$ cat config.mk
export PLATFORM = sky130hd
export DESIGN_NAME = bldc_commutator
export DESIGN_NICKNAME = d
export VERILOG_FILES = /design/src/rtl/bldc_pkg.sv /design/src/rtl/hall_period_timer.sv /design/src/rtl/bldc_commutator.sv
export SDC_FILE = /design/constraint.sdc
export NUM_CORES = 1
export LEC_CHECK = 0
export ABC_CLOCK_PERIOD_IN_PS = 6250
export CAP_MARGIN = 5
export CORE_ASPECT_RATIO = 0.7
export CORE_UTILIZATION = 35
export CTS_BUF_LIST = sky130_fd_sc_hd__clkbuf_16
export DETAILED_ROUTE_END_ITERATION = 12
export PLACE_DENSITY_LB_ADDON = 0.12
export SYNTH_ARGS = -nofsm -noshare
export SYNTH_HDL_FRONTEND = slang
export SYNTH_SLANG_ARGS = --single-unit
$ cat constraint.sdc
create_clock -name clk -period 6.25 [get_ports clk]
set_clock_uncertainty 0.1 [all_clocks]
set_input_delay 1.25 -clock clk [delete_from_list [all_inputs] [get_ports clk]]
set_output_delay 1.25 -clock clk [all_outputs]
set_load 0.05 [all_outputs]
$ cat src/rtl/bldc_pkg.sv
// Shared definitions for the BLDC commutator: sector codes, FSM states,
// hall decoding and the six-step commutation table.
package bldc_pkg;

    localparam logic [2:0] SEC_A = 3'd0;
    localparam logic [2:0] SEC_B = 3'd1;
    localparam logic [2:0] SEC_C = 3'd2;
    localparam logic [2:0] SEC_D = 3'd3;
    localparam logic [2:0] SEC_E = 3'd4;
    localparam logic [2:0] SEC_F = 3'd5;

    localparam logic [2:0] PH_A = 3'b001;
    localparam logic [2:0] PH_B = 3'b010;
    localparam logic [2:0] PH_C = 3'b100;

    typedef enum logic [1:0] {
        ST_OFF   = 2'd0,
        ST_DEAD  = 2'd1,
        ST_DRIVE = 2'd2
    } state_t;

    // Returns {valid, sector}; 000 and 111 are not legal hall codes.
    function automatic logic [3:0] hall_decode(input logic [2:0] hall);
        logic [3:0] r;
        r = 4'b0000;
        case (hall)
            3'b101:  r = {1'b1, SEC_A};
            3'b100:  r = {1'b1, SEC_B};
            3'b110:  r = {1'b1, SEC_C};
            3'b010:  r = {1'b1, SEC_D};
            3'b011:  r = {1'b1, SEC_E};
            3'b001:  r = {1'b1, SEC_F};
            default: r = 4'b0000;
        endcase
        return r;
    endfunction

    // Returns {hi[2:0], lo[2:0]}, each one-hot over {C,B,A}.
    function automatic logic [5:0] comm_pattern(input logic [2:0] sec, input logic dir);
        logic [5:0] p;
        p = 6'b0;
        case (sec)
            SEC_A:   p = dir ? {PH_C, PH_B} : {PH_B, PH_C};
            SEC_B:   p = dir ? {PH_A, PH_B} : {PH_B, PH_A};
            SEC_C:   p = dir ? {PH_A, PH_C} : {PH_C, PH_A};
            SEC_D:   p = dir ? {PH_B, PH_C} : {PH_C, PH_B};
            SEC_E:   p = dir ? {PH_B, PH_A} : {PH_A, PH_B};
            SEC_F:   p = dir ? {PH_C, PH_A} : {PH_A, PH_C};
            default: p = 6'b0;
        endcase
        return p;
    endfunction

    function automatic logic [2:0] next_sector(input logic [2:0] sec);
        return (sec == SEC_F) ? SEC_A : sec + 3'd1;
    endfunction

    function automatic logic sector_adjacent(input logic [2:0] a, input logic [2:0] b);
        return (b == next_sector(a)) || (a == next_sector(b));
    endfunction

endpackage

$ cat src/rtl/hall_period_timer.sv
// Measures cycles between valid sector changes and flags a stalled rotor
// when no change arrives within HALL_TIMEOUT cycles.
module hall_period_timer #(
    parameter int HALL_TIMEOUT = 16_000_000,
    parameter int PERIOD_W     = 24
) (
    input  logic                clk,
    input  logic                reset_n,
    input  logic                change,
    input  logic                suppress,
    output logic [PERIOD_W-1:0] hall_period,
    output logic                period_valid,
    output logic                stalled
);

    localparam int CW = $clog2(HALL_TIMEOUT + 2);

    logic [CW-1:0]       count_q, count_d;
    logic [PERIOD_W-1:0] period_q, period_d;
    logic                valid_q, valid_d;
    logic                stalled_q, stalled_d;

    // The first change after a stall only restarts measurement: its interval is meaningless.
    always_comb begin
        count_d   = count_q;
        period_d  = period_q;
        valid_d   = 1'b0;
        stalled_d = stalled_q;
        if (change) begin
            count_d = '0;
            if (stalled_q) begin
                stalled_d = 1'b0;
            end else if (!suppress) begin
                period_d = PERIOD_W'(count_q + CW'(1));
                valid_d  = 1'b1;
            end
        end else if (count_q == CW'(HALL_TIMEOUT)) begin
            stalled_d = 1'b1;
            period_d  = '0;
        end else begin
            count_d = count_q + CW'(1);
        end
    end

    always_ff @(posedge clk or negedge reset_n) begin
        if (!reset_n) begin
            count_q   <= '0;
            period_q  <= '0;
            valid_q   <= 1'b0;
            stalled_q <= 1'b1;
        end else begin
            count_q   <= count_d;
            period_q  <= period_d;
            valid_q   <= valid_d;
            stalled_q <= stalled_d;
        end
    end

    assign hall_period  = period_q;
    assign period_valid = valid_q;
    assign stalled      = stalled_q;

endmodule

$ cat src/rtl/bldc_commutator.sv
// Hall-based six-step commutator with dead time, PWM gating and speed supervision.
// Define BLDC_COMMUTATOR_SKIP_DETECT_EN to add the err_count hall-error/skip counter.
module bldc_commutator
    import bldc_pkg::*;
#(
    parameter int DEADTIME_CYCLES = 1024,
    parameter int HALL_TIMEOUT    = 16_000_000,
    parameter int PERIOD_W        = 24
) (
    input  logic                clk,
    input  logic                reset_n,
    input  logic [2:0]          hall,
    input  logic                dir,
    input  logic                enable,
    input  logic                fault_n,
    input  logic                pwm_in,
    output logic [2:0]          inh,
    output logic [2:0]          inl,
    output logic [2:0]          sector,
    output logic                hall_error,
    output logic [PERIOD_W-1:0] hall_period,
    output logic                period_valid,
`ifdef BLDC_COMMUTATOR_SKIP_DETECT_EN
    output logic [7:0]          err_count,
`endif
    output logic                stalled
);

    localparam logic [15:0] DT_LOAD = 16'(DEADTIME_CYCLES - 1);

    logic       hall_valid;
    logic [2:0] dec_sector;
    logic       sector_change;
    logic       skip;

    logic [2:0]  sector_q, sector_d;
    logic        hall_error_q, hall_error_d;
    state_t      state_q, state_d;
    logic [15:0] dead_q, dead_d;
    logic [5:0]  pend_q, pend_d;
    logic [2:0]  gate_h_q, gate_h_d;
    logic [2:0]  inl_q, inl_d;
    logic [5:0]  target;
    logic        kill;

    assign {hall_valid, dec_sector} = hall_decode(hall);
    assign sector_change = hall_valid && (dec_sector != sector_q);

`ifdef BLDC_COMMUTATOR_SKIP_DETECT_EN
    assign skip = sector_change && !sector_adjacent(sector_q, dec_sector);
`else
    assign skip = 1'b0;
`endif

    always_comb begin
        sector_d     = hall_valid ? dec_sector : sector_q;
        hall_error_d = !hall_valid;
    end

    // pend_q remembers the pattern the dead-time run is protecting, so a late change restarts it.
    always_comb begin
        target   = comm_pattern(sector_q, dir);
        kill     = !enable || !fault_n || hall_error_q;
        state_d  = state_q;
        dead_d   = dead_q;
        pend_d   = pend_q;
        gate_h_d = gate_h_q;
        inl_d    = inl_q;
        if (kill) begin
            state_d  = ST_OFF;
            gate_h_d = '0;
            inl_d    = '0;
        end else begin
            case (state_q)
                ST_OFF: begin
                    state_d  = ST_DEAD;
                    dead_d   = DT_LOAD;
                    pend_d   = target;
                    gate_h_d = '0;
                    inl_d    = '0;
                end
                ST_DEAD: begin
                    gate_h_d = '0;
                    inl_d    = '0;
                    if (target != pend_q) begin
                        dead_d = DT_LOAD;
                        pend_d = target;
                    end else if (dead_q == 16'd0) begin
                        state_d           = ST_DRIVE;
                        {gate_h_d, inl_d} = target;
                    end else begin
                        dead_d = dead_q - 16'd1;
                    end
                end
                ST_DRIVE: begin
                    if (target != {gate_h_q, inl_q}) begin
                        state_d  = ST_DEAD;
                        dead_d   = DT_LOAD;
                        pend_d   = target;
                        gate_h_d = '0;
                        inl_d    = '0;
                    end
                end
                default: begin
                    state_d  = ST_OFF;
                    gate_h_d = '0;
                    inl_d    = '0;
                end
            endcase
        end
    end

    always_ff @(posedge clk or negedge reset_n) begin
        if (!reset_n) begin
            sector_q     <= SEC_A;
            hall_error_q <= 1'b0;
            state_q      <= ST_OFF;
            dead_q       <= '0;
            pend_q       <= '0;
            gate_h_q     <= '0;
            inl_q        <= '0;
        end else begin
            sector_q     <= sector_d;
            hall_error_q <= hall_error_d;
            state_q      <= state_d;
            dead_q       <= dead_d;
            pend_q       <= pend_d;
            gate_h_q     <= gate_h_d;
            inl_q        <= inl_d;
        end
    end

`ifdef BLDC_COMMUTATOR_SKIP_DETECT_EN
    logic [7:0] err_count_q, err_count_d;

    always_comb begin
        err_count_d = err_count_q;
        if (((!hall_valid && !hall_error_q) || skip) && (err_count_q != 8'hFF)) begin
            err_count_d = err_count_q + 8'd1;
        end
    end

    always_ff @(posedge clk or negedge reset_n) begin
        if (!reset_n) begin
            err_count_q <= '0;
        end else begin
            err_count_q <= err_count_d;
        end
    end

    assign err_count = err_count_q;
`endif

    hall_period_timer #(
        .HALL_TIMEOUT (HALL_TIMEOUT),
        .PERIOD_W     (PERIOD_W)
    ) u_timer (
        .clk          (clk),
        .reset_n      (reset_n),
        .change       (sector_change),
        .suppress     (skip),
        .hall_period  (hall_period),
        .period_valid (period_valid),
        .stalled      (stalled)
    );

    assign inh        = gate_h_q & {3{pwm_in}};
    assign inl        = inl_q;
    assign sector     = sector_q;
    assign hall_error = hall_error_q;

endmodule

==> reports/metrics.yaml <==
die:
  effective_utilization_at_floorplan_pct: 36.1
  placeable_core_region_mm2: 0.0132
  number_of_standard_cell_rows_in_the_floorplan: 35
  die_w_um: 142
  design.portCount: 45
  die-area_mm2: 0.0141
  fp.dieH_um: 99.7
finish:
  nets: 513
  fill_cells: 1303
  regArea_mm2: 0.00210
  antennaDiodeCount: 0
  areaGrowthSynthToFinish_pct: 16.8
  layout-drive-gt1-share_pct: 9.49
  finalCoreUtilization_pct: 42.2
  combined_area_of_the_multi_input_logic_cells_mm2: 0.00243
route:
  dr_vias_cell: 5.46
  routed_wire_length_per_instance_um: 16.4
  drc_viols: 0
  detailedRoute.firstPassIterationCount: 7
  final_antenna_net_count: 0
  dr_vias: 3772
  finalWirelength_um: 11300
  detailedRoute.firstIterationViolations: 273
clock_network:
  cts.root.buffer_cell: "clkbuf_16"
  tritoncts.num_buffers: 9
  worst_setup_hold_path_clk_slew_ps: 60
  tritoncts: "yes"
  cts-hold-fix-buffers: 0
  clock-sinks: 84
  cts.repair_timing.setup_buffer_count: 0
  ctsLongestPathBuffers: 2
  clkLatencyLatePin_ps: 340
  ctsResizeCount: 0
  cts_max_level: 3
critical_path:
  cp.depth: 7
  timing.rr.start: "sector[0]$_DFFE_PN0N_"
  critical_path.endpoint_type: "register"
  worst-path-buf-inv: 2
  crit_slowest_cell: "clkdlybuf4s50_1"
  crit_arrival_ps: 4650
  critical_path_class: "in -> reg"
  critical-path-top-delay-family: "simple AND/OR/NAND/NOR gates"
  timing.reg2reg.setup_slack_ps: 2480
  crit-reg2reg-capture: "u_timer.hall_period[0]$_DFFE_PN0P_"
  critical_path.startpoint_type: "primary input"
  critical_path.max_fanout: 28
  critical_path.cell_chain: "clkdlybuf4s50_1 -> inv_1 -> or3_1 -> a311oi_4 -> nand3_2 -> nand4b_4 -> mux2_2"
  worst_ep_required_time_ps: 6370
  critical_path.max_stage_delay_ps: 1010
  worst_setup_path_startpoint: "dir"
  r2r_cells: 7
  crit_end: "dead_q[0]$_DFFE_PN0P_"
sta:
  timing_max_transition_violations_final: 0
  setup_viol: 0
  worst-slew-pin-transition_ps: 1160
  hold_viol: 0
  fmax_mhz: 220
  grt_setup_unrepaired: "no"
  totalNegativeSetupSlack_ps: 0
  final_period_minus_worst_setup_slack_ps: 4540
  period_share_pct: 72.6
  worst_max_slew_margin_expressed_relative_to_the_limit_pct: 22.2
  final.setup.worst_slack_ps: 1710
global_routing:
  groute.layer.met3.usage_pct: 3.47
  gr-max-usage-layer: "met1"
  grt_start_max_net_pins: 64
  grt_remaining_overflow: 0
  first_global_vias: 3566
  global_route_wire_length_before_repair_um: 19100
  antenna_found_initial: 0
  gr-usage-all-layers_pct: 17.2
  groute.layer.met1.usage_pct: 27.3
  grt_util_met2_pct: 23.5
synthesis:
  netlist_top_cells_area: "dfrtp_1 44%, o2bb2ai_1 5.1%, nor2_1 3.9%"
  netlist_area_mm2: 0.00477
  count_leader_synth: "dfrtp_1"
  synth-main-ff-cell: "dfrtp_1"
  ys_seq_elements: 84
  synthesis.nets: 485
  synth_top_cell_area_share_pct: 43.5
  netlist_top_cells_count: "83 x dfrtp_1, 50 x nor2_1, 28 x o2bb2ai_1"
  synthCells: 473
  synth.largest_area_cell: "dfrtp_1"
  synth_enable_flop_cells: 0
  synth-async-reset-ratio_pct: 100
  ys_warn_count: 0
  register_area_share_after_synthesis_pct: 44.1
  postSynthAreaPerCell_um2: 10.1
  yosysUniqueCellTypes: 74
placement:
  place_congestion: 0.885
  dp_worst_setup_slack_ps: 1380
  dpl.hpwl_um: 7800
  port-buffer-count: 44
power:
  p_per_area_mw_per_mm2: 240
  worst_vdd_ir_uv: 148
  power.static_leakage_nw: 2.15
job:
  cap_violations: 0
min_path:
  hp-class: "reg -> reg"
  timing.hold.worst.start: "u_timer.hall_period[9]$_DFFE_PN0P_"
outcome:
  outcome: "completed"
stage by stage:
step	power, mW	hold WS, ps	instance area, um2	instances
2_1_floorplan	0.781	353	4770	473
6_report	1.34	390	5580	691
3_3_place_gp	0.846	378	5300	675
4_1_cts	1.36	393	5580	691
5_1_grt	1.41	412	5580	691
3_5_place_dp	0.848	374	5300	675
layout by cell type (no fill, tap or decap), types with 10 or more instances in the layout:
master            n
dfrtp_1          83
nor2_1           50
nand2_1          20
clkdlybuf4s50_1  43
nand2b_1         14
nand3_1          16
a21oi_1          10
mux2i_1          11
xor2_1           17
inv_1            19
o2bb2ai_1        28
flip-flops by register name (all words and copies together), names as in the netlist, 2 cells and up:
name	count
pend_q	6
dead_q	16
u_timer.hall_period	24
inl	3
state_q	2
sector	3
gate_h_q	3
u_timer.count_q	24
cell type report:
type,instances,share of cell area (%)
multi-input cells,339,43.5
flip-flops and latches,84,37.7
repair buffers,48,8.39
well taps,185,4.15
clock buffers,9,4.04
inverters,19,1.28
clock inverters,7,0.898
kinds of logic after synthesis:
logic type	count (synthesis)	share of synthesized area [%]
xor gates and xnor gates	25	4.59
DFF	84	44.1
muxes	18	3.96
AOI/OAI and AO/OA	111	19.2
adders and majority gates	3	0.787
and+or+nand+nor	182	22.2
buffers and inverters	50	5.17
report_power, final:
group / switching [mW] / internal [mW] / total, mW
Clock: 0.232 / 0.271 / 0.502
Sequential: 0.0372 / 0.565 / 0.602
Combinational: 0.148 / 0.0855 / 0.234
Total: 0.417 / 0.922 / 1.34
layer usage:
metal	wire [um]	share of wire, %
met5	0	0
met4	79	0.70
met3	541	4.8
met2	4590	40
met1	6130	54
worst register-to-register path, cell delays in order (launching register included):
cell and delay [ps]:
dfrtp_1 690, inv_1 290, and3_1 180, a31oi_1 40, o221a_2 410, nand2b_1 740, a21boi_2 1020, a22o_1 240
worst min-delay path by stage:
stage	endpoint	slack (ps)	cells past startpoint
floorplan	dead_q[15]$_DFFE_PN0P_	350	1
global placement	dead_q[15]$_DFFE_PN0P_	380	1
detailed placement	u_timer.hall_period[12]$_DFFE_PN0P_	370	1
CTS	u_timer.hall_period[12]$_DFFE_PN0P_	390	1
global route	u_timer.hall_period[10]$_DFFE_PN0P_	410	1
finish	u_timer.hall_period[9]$_DFFE_PN0P_	390	1
Power figures use the tool's default switching activity.
